`src/rtl/uart_slave.sv`:
```
// Memory-mapped 8N1 UART: status/control at addr 0, data at addr 1. It has a
// transmit holding register, a receive FIFO, a level interrupt and a break-triggered reset request.
module uart_slave #(
    parameter int CLKS_PER_BIT  = 217,
    parameter int RX_FIFO_DEPTH = 4,
    parameter int BREAK_BITS    = 20
) (
    input  logic       i_clk,
    input  logic       i_reset,
    input  logic       i_addr,
    input  logic [7:0] i_dat,
    output logic [7:0] o_dat,
    input  logic       i_cs,
    input  logic       i_we,
    output logic       o_ack,
    output logic       o_int,
    input  logic       i_rx,
    output logic       o_tx,
    output logic       o_reset
);
    localparam int CW      = $clog2(CLKS_PER_BIT);
    localparam int AW      = $clog2(RX_FIFO_DEPTH);
    localparam int BRK_MAX = BREAK_BITS * CLKS_PER_BIT;
    localparam int BW      = $clog2(BRK_MAX + 1);

    localparam logic [CW-1:0] BIT_LAST  = CW'(CLKS_PER_BIT - 1);
    localparam logic [CW-1:0] HALF_LAST = CW'(CLKS_PER_BIT / 2 - 1);
    localparam logic [BW-1:0] BRK_TOP   = BW'(BRK_MAX);
    localparam logic [BW-1:0] BRK_ARM   = BW'(BRK_MAX - 1);

    typedef enum logic [1:0] {ST_IDLE, ST_START, ST_DATA, ST_STOP} state_t;

    logic          cs_q;
    logic          int_en_q, int_en_d;
    logic          overrun_q, overrun_d;
    logic          int_q, int_d;
    logic [7:0]    hold_q, hold_d;
    logic          hold_full_q, hold_full_d;
    state_t        tx_state_q, tx_state_d;
    logic [CW-1:0] tx_cnt_q, tx_cnt_d;
    logic [2:0]    tx_bit_q, tx_bit_d;
    logic [7:0]    tx_shift_q, tx_shift_d;
    logic          tx_q, tx_d;
    logic          rx_meta_q, rx_s_q;
    state_t        rx_state_q, rx_state_d;
    logic [CW-1:0] rx_cnt_q, rx_cnt_d;
    logic [2:0]    rx_bit_q, rx_bit_d;
    logic [7:0]    rx_shift_q, rx_shift_d;
    logic [AW:0]   wr_ptr_q, wr_ptr_d, rd_ptr_q, rd_ptr_d;
    logic [BW-1:0] brk_cnt_q, brk_cnt_d;
    logic          brk_armed_q, brk_armed_d;
    logic          reset_q, reset_d;
    logic [7:0]    fifo_mem [RX_FIFO_DEPTH];

    logic strobe, rd_stb, wr_stb;
    logic rx_avail, fifo_full, push_req, push, pop, ovf_set;
    logic tx_tick, tx_load, rx_tick, rx_half, brk_hold;
    logic [7:0] status;

    // Side effects fire once on the rising edge of the select, however long it is held.
    assign strobe = i_cs & ~cs_q;
    assign rd_stb = strobe & ~i_we;
    assign wr_stb = strobe & i_we;
    assign o_ack  = i_cs;

    assign rx_avail  = (wr_ptr_q != rd_ptr_q);
    assign fifo_full = (wr_ptr_q[AW] != rd_ptr_q[AW]) && (wr_ptr_q[AW-1:0] == rd_ptr_q[AW-1:0]);
    assign pop       = rd_stb & i_addr & rx_avail;
    assign push      = push_req & (~fifo_full | pop);
    assign ovf_set   = push_req & fifo_full & ~pop;

    assign status = {3'b000, int_en_q, (tx_state_q != ST_IDLE), overrun_q, ~hold_full_q, rx_avail};
    assign o_dat  = i_addr ? (rx_avail ? fifo_mem[rd_ptr_q[AW-1:0]] : 8'h00) : status;

    assign o_int   = int_q;
    assign o_tx    = tx_q;
    assign o_reset = reset_q;

    always_ff @(posedge i_clk) begin
        if (!i_reset) begin
            cs_q        <= 1'b0;
            int_en_q    <= 1'b0;
            overrun_q   <= 1'b0;
            int_q       <= 1'b0;
            hold_q      <= '0;
            hold_full_q <= 1'b0;
            tx_state_q  <= ST_IDLE;
            tx_cnt_q    <= '0;
            tx_bit_q    <= '0;
            tx_shift_q  <= '0;
            tx_q        <= 1'b1;
            rx_meta_q   <= 1'b1;
            rx_s_q      <= 1'b1;
            rx_state_q  <= ST_IDLE;
            rx_cnt_q    <= '0;
            rx_bit_q    <= '0;
            rx_shift_q  <= '0;
            wr_ptr_q    <= '0;
            rd_ptr_q    <= '0;
            brk_cnt_q   <= '0;
            brk_armed_q <= 1'b1;
            reset_q     <= 1'b0;
        end else begin
            cs_q        <= i_cs;
            int_en_q    <= int_en_d;
            overrun_q   <= overrun_d;
            int_q       <= int_d;
            hold_q      <= hold_d;
            hold_full_q <= hold_full_d;
            tx_state_q  <= tx_state_d;
            tx_cnt_q    <= tx_cnt_d;
            tx_bit_q    <= tx_bit_d;
            tx_shift_q  <= tx_shift_d;
            tx_q        <= tx_d;
            rx_meta_q   <= i_rx;
            rx_s_q      <= rx_meta_q;
            rx_state_q  <= rx_state_d;
            rx_cnt_q    <= rx_cnt_d;
            rx_bit_q    <= rx_bit_d;
            rx_shift_q  <= rx_shift_d;
            wr_ptr_q    <= wr_ptr_d;
            rd_ptr_q    <= rd_ptr_d;
            brk_cnt_q   <= brk_cnt_d;
            brk_armed_q <= brk_armed_d;
            reset_q     <= reset_d;
        end
    end

    always_ff @(posedge i_clk) begin
        if (i_reset && push)
            fifo_mem[wr_ptr_q[AW-1:0]] <= rx_shift_q;
    end

    always_comb begin
        int_en_d    = int_en_q;
        overrun_d   = overrun_q;
        hold_d      = hold_q;
        hold_full_d = hold_full_q;
        if (wr_stb && !i_addr)
            int_en_d = i_dat[0];
        if (rd_stb && !i_addr)
            overrun_d = 1'b0;
        if (ovf_set)
            overrun_d = 1'b1;
        if (tx_load)
            hold_full_d = 1'b0;
        if (wr_stb && i_addr && !hold_full_q) begin
            hold_d      = i_dat;
            hold_full_d = 1'b1;
        end
        wr_ptr_d = push ? wr_ptr_q + 1'b1 : wr_ptr_q;
        rd_ptr_d = pop ? rd_ptr_q + 1'b1 : rd_ptr_q;
        int_d    = int_en_q & rx_avail;
    end

    assign tx_tick = (tx_cnt_q == BIT_LAST);
    assign tx_load = hold_full_q && ((tx_state_q == ST_IDLE) || (tx_state_q == ST_STOP && tx_tick));

    always_comb begin
        tx_state_d = tx_state_q;
        case (tx_state_q)
            ST_IDLE:  if (hold_full_q) tx_state_d = ST_START;
            ST_START: if (tx_tick) tx_state_d = ST_DATA;
            ST_DATA:  if (tx_tick && tx_bit_q == 3'd7) tx_state_d = ST_STOP;
            ST_STOP:  if (tx_tick) tx_state_d = hold_full_q ? ST_START : ST_IDLE;
            default:  tx_state_d = ST_IDLE;
        endcase
    end

    // The line level is registered from the next state so o_tx never glitches.
    always_comb begin
        tx_cnt_d   = (tx_state_q == ST_IDLE || tx_tick) ? '0 : tx_cnt_q + 1'b1;
        tx_bit_d   = tx_bit_q;
        tx_shift_d = tx_shift_q;
        if (tx_load) begin
            tx_shift_d = hold_q;
            tx_bit_d   = '0;
        end else if (tx_state_q == ST_DATA && tx_tick) begin
            tx_shift_d = {1'b0, tx_shift_q[7:1]};
            tx_bit_d   = tx_bit_q + 1'b1;
        end
        case (tx_state_d)
            ST_START: tx_d = 1'b0;
            ST_DATA:  tx_d = tx_shift_d[0];
            default:  tx_d = 1'b1;
        endcase
    end

    assign rx_tick  = (rx_cnt_q == BIT_LAST);
    assign rx_half  = (rx_cnt_q == HALF_LAST);
    // A saturated break counter holds the receiver idle so a released break cannot complete a bogus frame.
    assign brk_hold = (brk_cnt_q == BRK_TOP);

    always_comb begin
        rx_state_d = rx_state_q;
        if (brk_hold) begin
            rx_state_d = ST_IDLE;
        end else begin
            case (rx_state_q)
                ST_IDLE:  if (!rx_s_q) rx_state_d = ST_START;
                ST_START: if (rx_half) rx_state_d = rx_s_q ? ST_IDLE : ST_DATA;
                ST_DATA:  if (rx_tick && rx_bit_q == 3'd7) rx_state_d = ST_STOP;
                ST_STOP:  if (rx_tick) rx_state_d = ST_IDLE;
                default:  rx_state_d = ST_IDLE;
            endcase
        end
    end

    always_comb begin
        rx_cnt_d   = rx_cnt_q + 1'b1;
        rx_bit_d   = rx_bit_q;
        rx_shift_d = rx_shift_q;
        push_req   = 1'b0;
        if (rx_state_d != rx_state_q || rx_state_q == ST_IDLE || rx_tick)
            rx_cnt_d = '0;
        if (rx_state_q == ST_START)
            rx_bit_d = '0;
        if (rx_state_q == ST_DATA && rx_tick) begin
            rx_shift_d = {rx_s_q, rx_shift_q[7:1]};
            rx_bit_d   = rx_bit_q + 1'b1;
        end
        if (rx_state_q == ST_STOP && rx_tick && rx_s_q && !brk_hold)
            push_req = 1'b1;

        brk_cnt_d   = rx_s_q ? '0 : (brk_hold ? brk_cnt_q : brk_cnt_q + 1'b1);
        reset_d     = brk_armed_q && !rx_s_q && (brk_cnt_q == BRK_ARM);
        brk_armed_d = rx_s_q ? 1'b1 : (reset_d ? 1'b0 : brk_armed_q);
    end
endmodule

```
`config.mk`:
```
export PLATFORM = sky130hd
export DESIGN_NAME = uart_slave
export DESIGN_NICKNAME = d
export VERILOG_FILES = /design/src/rtl/uart_slave.sv
export SDC_FILE = /design/constraint.sdc
export NUM_CORES = 1
export LEC_CHECK = 0
export BUFFER_PORTS_ARGS = -buffer_cell sky130_fd_sc_hd__buf_2
export CAP_MARGIN = 20
export CELL_PAD_IN_SITES_DETAIL_PLACEMENT = 1
export CELL_PAD_IN_SITES_GLOBAL_PLACEMENT = 1
export CORE_AREA = 2 2 105 107
export DETAILED_ROUTE_END_ITERATION = 10
export DIE_AREA = 0 0 107 109
export PLACE_DENSITY = 0.87
export RECOVER_POWER = 50
export SYNTH_ARGS = -nofsm -noshare
export SYNTH_HDL_FRONTEND = slang
export SYNTH_SLANG_ARGS = --single-unit
```
`constraint.sdc`:
```
create_clock -name i_clk -period 3.05 [get_ports i_clk]
set_clock_uncertainty 0.15 [all_clocks]
set_input_delay 0.305 -clock i_clk [delete_from_list [all_inputs] [get_ports i_clk]]
set_output_delay 0.305 -clock i_clk [all_outputs]
set_load 0.03 [all_outputs]
```
==> summary.md <==
| Metric | Value |
|---|---|
| Status | `finished clean` |
| CTS resizes | `0` |
| DR vias/cell | `5.714` |
| Setup TNS Final | `0 ns` |
| Post-synth EDFFs | `32` |
| Post-synth top area share | `0.3305` |
| CTS sink count | `113` |
| Post-Syn Area | `4906 µm²` |
| Gr ovfl total | `0` |
| Top Family by Delay on Critical Path | `flip-flops` |
| Core ar. | `10,600 µm²` |
| IO Count | `26` |
| Peak VDD IR | `400.4 µV` |
| Worst Setup End Kind | `output pin` |
| CTS Buf Count | `17` |
| DP Worst Slack | `0.5364 ns` |
| Critical path buffers and inverters | `1` |
| Worst path arrival time | `2.19 ns` |
| Critical path required time | `2.59 ns` |
| Relative slew slack | `0.5219` |
| Initial DRC count | `297` |
| ANT cells | `0` |
| Die W | `107 µm` |
| Port-buffer cells | `25` |
| Asr flop ratio synth | `0` |
| LEAKAGE | `2.057 nW` |
| CP peak stage delay | `0.68 ns` |
| Layout overhead on the synthesized area | `19.59%` |
| Max Freq | `377.6 MHz` |
| Post-synthesis sequential area ratio | `0.5264` |
| Yosys warnings | `0` |
| Initial antenna violation count | `0` |
| DRT Pass-1 Iters | `4` |
| Fillers | `1,132` |
| Root buf cell | `clkbuf_8` |
| Row count | `38` |
| Synth cell types | `53` |
| R2r setup slk | `0.46 ns` |
| Minimum clock period | `2.649 ns` |
| FF+latch area | `2582 µm²` |
| Die ar. | `11,660 µm²` |
| Yosys top cell by area | `dfxtp_1` |
| DIE HEIGHT | `109 µm` |
| Multi-input logic area | `2176 µm²` |
| Remaining DRCs | `0` |
| Final setup margin | `0.4014 ns` |
| Fin Hold WS | `0.1140 ns` |
| Commonest non-fill, non-tap cell in the layout | `dfxtp_1` |
| Capturing point of the worst reg2reg path | `fifo_mem[0][1]` |
| Worst Hold Path Cells | `3` |
| Pin count of the biggest net entering global routing | `18` |
| Post-synth top flop | `dfxtp_1` |
| Maxcap violations | `0` |
| Mean Syn Cell Area | `10.69 µm²` |
| Post-DRT Antenna Nets | `0` |
| Post-layout util | `0.5533` |
| Skew-Pair Late Insertion Delay | `0.54 ns` |
| Hpwl dp | `8.134 mm` |
| CP Class | `flop to output pin` |
| Crit path capture | `o_dat[1]` |
| CTS H-Tree Depth | `4` |
| Synth Instances | `459` |
| Final Cycle Share | `0.8684` |
| Vias post-DR | `3,754` |
| Ranking of synthesized cells by area | `dfxtp_1 (33%), edfxtp_1 (20%), mux2i_1 (5.5%), nor2_1 (4.8%), ha_1 (3.8%)` |
| Power Total | `3.598 mW` |
| Initial Util | `0.4627` |
| Nets | `533` |
| Global-route wire length before repair | `20.42 mm` |
| CP cell instances | `mux4_2 -> nand3_1 -> o21ai_0 -> buf_2` |
| Worst min path class | `primary input to flop` |
| RSZ-0062 raised after global routing | `false` |
| Avg WL per Cell | `19.26 µm` |
| Type of origin of the critical path | `flop` |
| CP Depth | `4` |
| GPL Wtd Cong | `0.8028` |
| Final Hold Viols | `0` |
| Worst Path Max Fanout | `8` |
| Worst-case reg-to-reg path depth | `4` |
| Reg-to-Reg Start | `rx_cnt_q[4]` |
| Slew @ Worst Pin | `0.7113 ns` |
| Count of final setup violators | `0` |
| Critical-path top delay cell | `dfxtp_1` |
| Mapped Nets | `488` |
| Clk buf depth | `2` |
| Final Max Tran Viols | `0` |
| DRT Wirelength | `12.66 mm` |
| Vias in the first global route | `4,029` |
| Most frequent cells in the layout | `dfxtp_1 (81), nor2_1 (63), edfxtp_1 (32)` |
| Total GRT Usage | `0.2330` |
| Layout cells sized above 1 | `0.1393` |
| Clock transition at path regs | `0.06 ns` |
| #FFs+latches synth | `113` |
| Power per cell area | `613.2 nW/µm²` |
| CTS tree | `done` |
[where the power goes]
group,switching (mW),total (mW),internal (mW)
Clock,0.766,1.93,1.17
Combinational,0.0590,0.0997,0.0407
Sequential,0.0147,1.56,1.55
[through the flow]
step | std cells | instance area [µm²]
3_3_place_gp | 612 | 5179
3_5_place_dp | 612 | 5179
6_report | 657 | 5867
5_1_grt | 657 | 5867
4_1_cts | 657 | 5884
2_1_floorplan | 459 | 4906
[cells in the mapped netlist, types with 2 or more instances]
cell       instances
o31ai_1            2
nand4_1            8
or4_1              2
a22oi_1            2
a21oi_1           20
or3_1              4
mux4_2             8
inv_1             19
edfxtp_1          32
nor4_1             3
xnor2_1           12
nand3_1           20
xor2_1            14
nand4bb_1          2
nand2b_1           9
and4_1             2
a31oi_1            7
o41ai_1            4
dfxtp_1           81
nand2_1           15
nor3_1             5
and3_1            11
clkbuf_1          16
mux2i_1           27
nor4bb_1           2
o22ai_1            2
nor2_1            63
nand3b_1           2
ha_1              15
nand4b_1           4
or4_4              2
and4b_1            2
and2_1             5
a21boi_0           2
o21ai_0           17
[routing by layer]
| layer | vias up | routed length [µm] | track usage |
|---|---|---|---|
| li1 | 1752 | - | - |
| met1 | 1889 | 5100 | 0.2560 |
| met3 | 23 | 537 | 0.06814 |
| met5 | - | 0 | 0 |
| met4 | 0 | 273 | 0.1058 |
| met2 | 90 | 6744 | 0.4172 |
[sequential cells by signal, indices dropped and copies added (netlist names), 2 cells and up, named ones only]
name,flops
brk_cnt_q,13
fifo_mem,32
hold_q,8
rd_ptr_q,3
rx_bit_q,3
rx_cnt_q,8
rx_shift_q,8
rx_state_q,2
tx_bit_q,3
tx_cnt_q,8
tx_shift_q,8
tx_state_q,2
wr_ptr_q,3
[worst min path at each step]
stage / to / slack [ns] / from
after detailed placement: rx_s_q / 0.25 / rx_meta_q
after CTS: hold_full_q / 0.1 / i_addr
after floorplan: rx_meta_q / 0.23 / i_reset
after global placement: rx_s_q / 0.24 / rx_meta_q
final: hold_full_q / 0.11 / i_addr
after global routing: hold_full_q / 0.12 / i_addr
[cell families (layout without fill, tap and decap cells)]
family                     Yosys count  count (layout)  synth area share
and+or+nand+nor                    167             167            0.1841
xor gates and xnor gates            26              26           0.04642
AOI/OAI and AO/OA                   65              65           0.08289
buffers and inverters               38              96           0.03009
DFF                                113             113            0.5264
adders and majority gates           15              15           0.03826
muxes                               35              35           0.09181
[final cells by class]
| class | instances | area share |
|---|---|---|
| Timing Repair Buffer | 44 | 0.04820 |
| Tap cell | 140 | 0.02986 |
| Sequential cell | 113 | 0.4402 |
| Multi-Input combinational cell | 308 | 0.3709 |
| Clock inverter | 15 | 0.02751 |
| Inverter | 20 | 0.01280 |
| Clock buffer | 17 | 0.07059 |
[worst reg2reg max path, stage by stage, from the launching register on]
cell and delay (ns):
dfxtp_1 0.45, nand3_1 0.30, or3_1 0.48, nor3_1 0.38, and2_1 0.49
[timing repair]
item                                    4_1_cts  5_1_grt
endpoints found under the hold margin        13        0
setup buffers                                 0        0
endpoints found under the setup margin        0        0
hold buffers                                 13        0
Note: power is estimated with default switching activity, not from simulation.
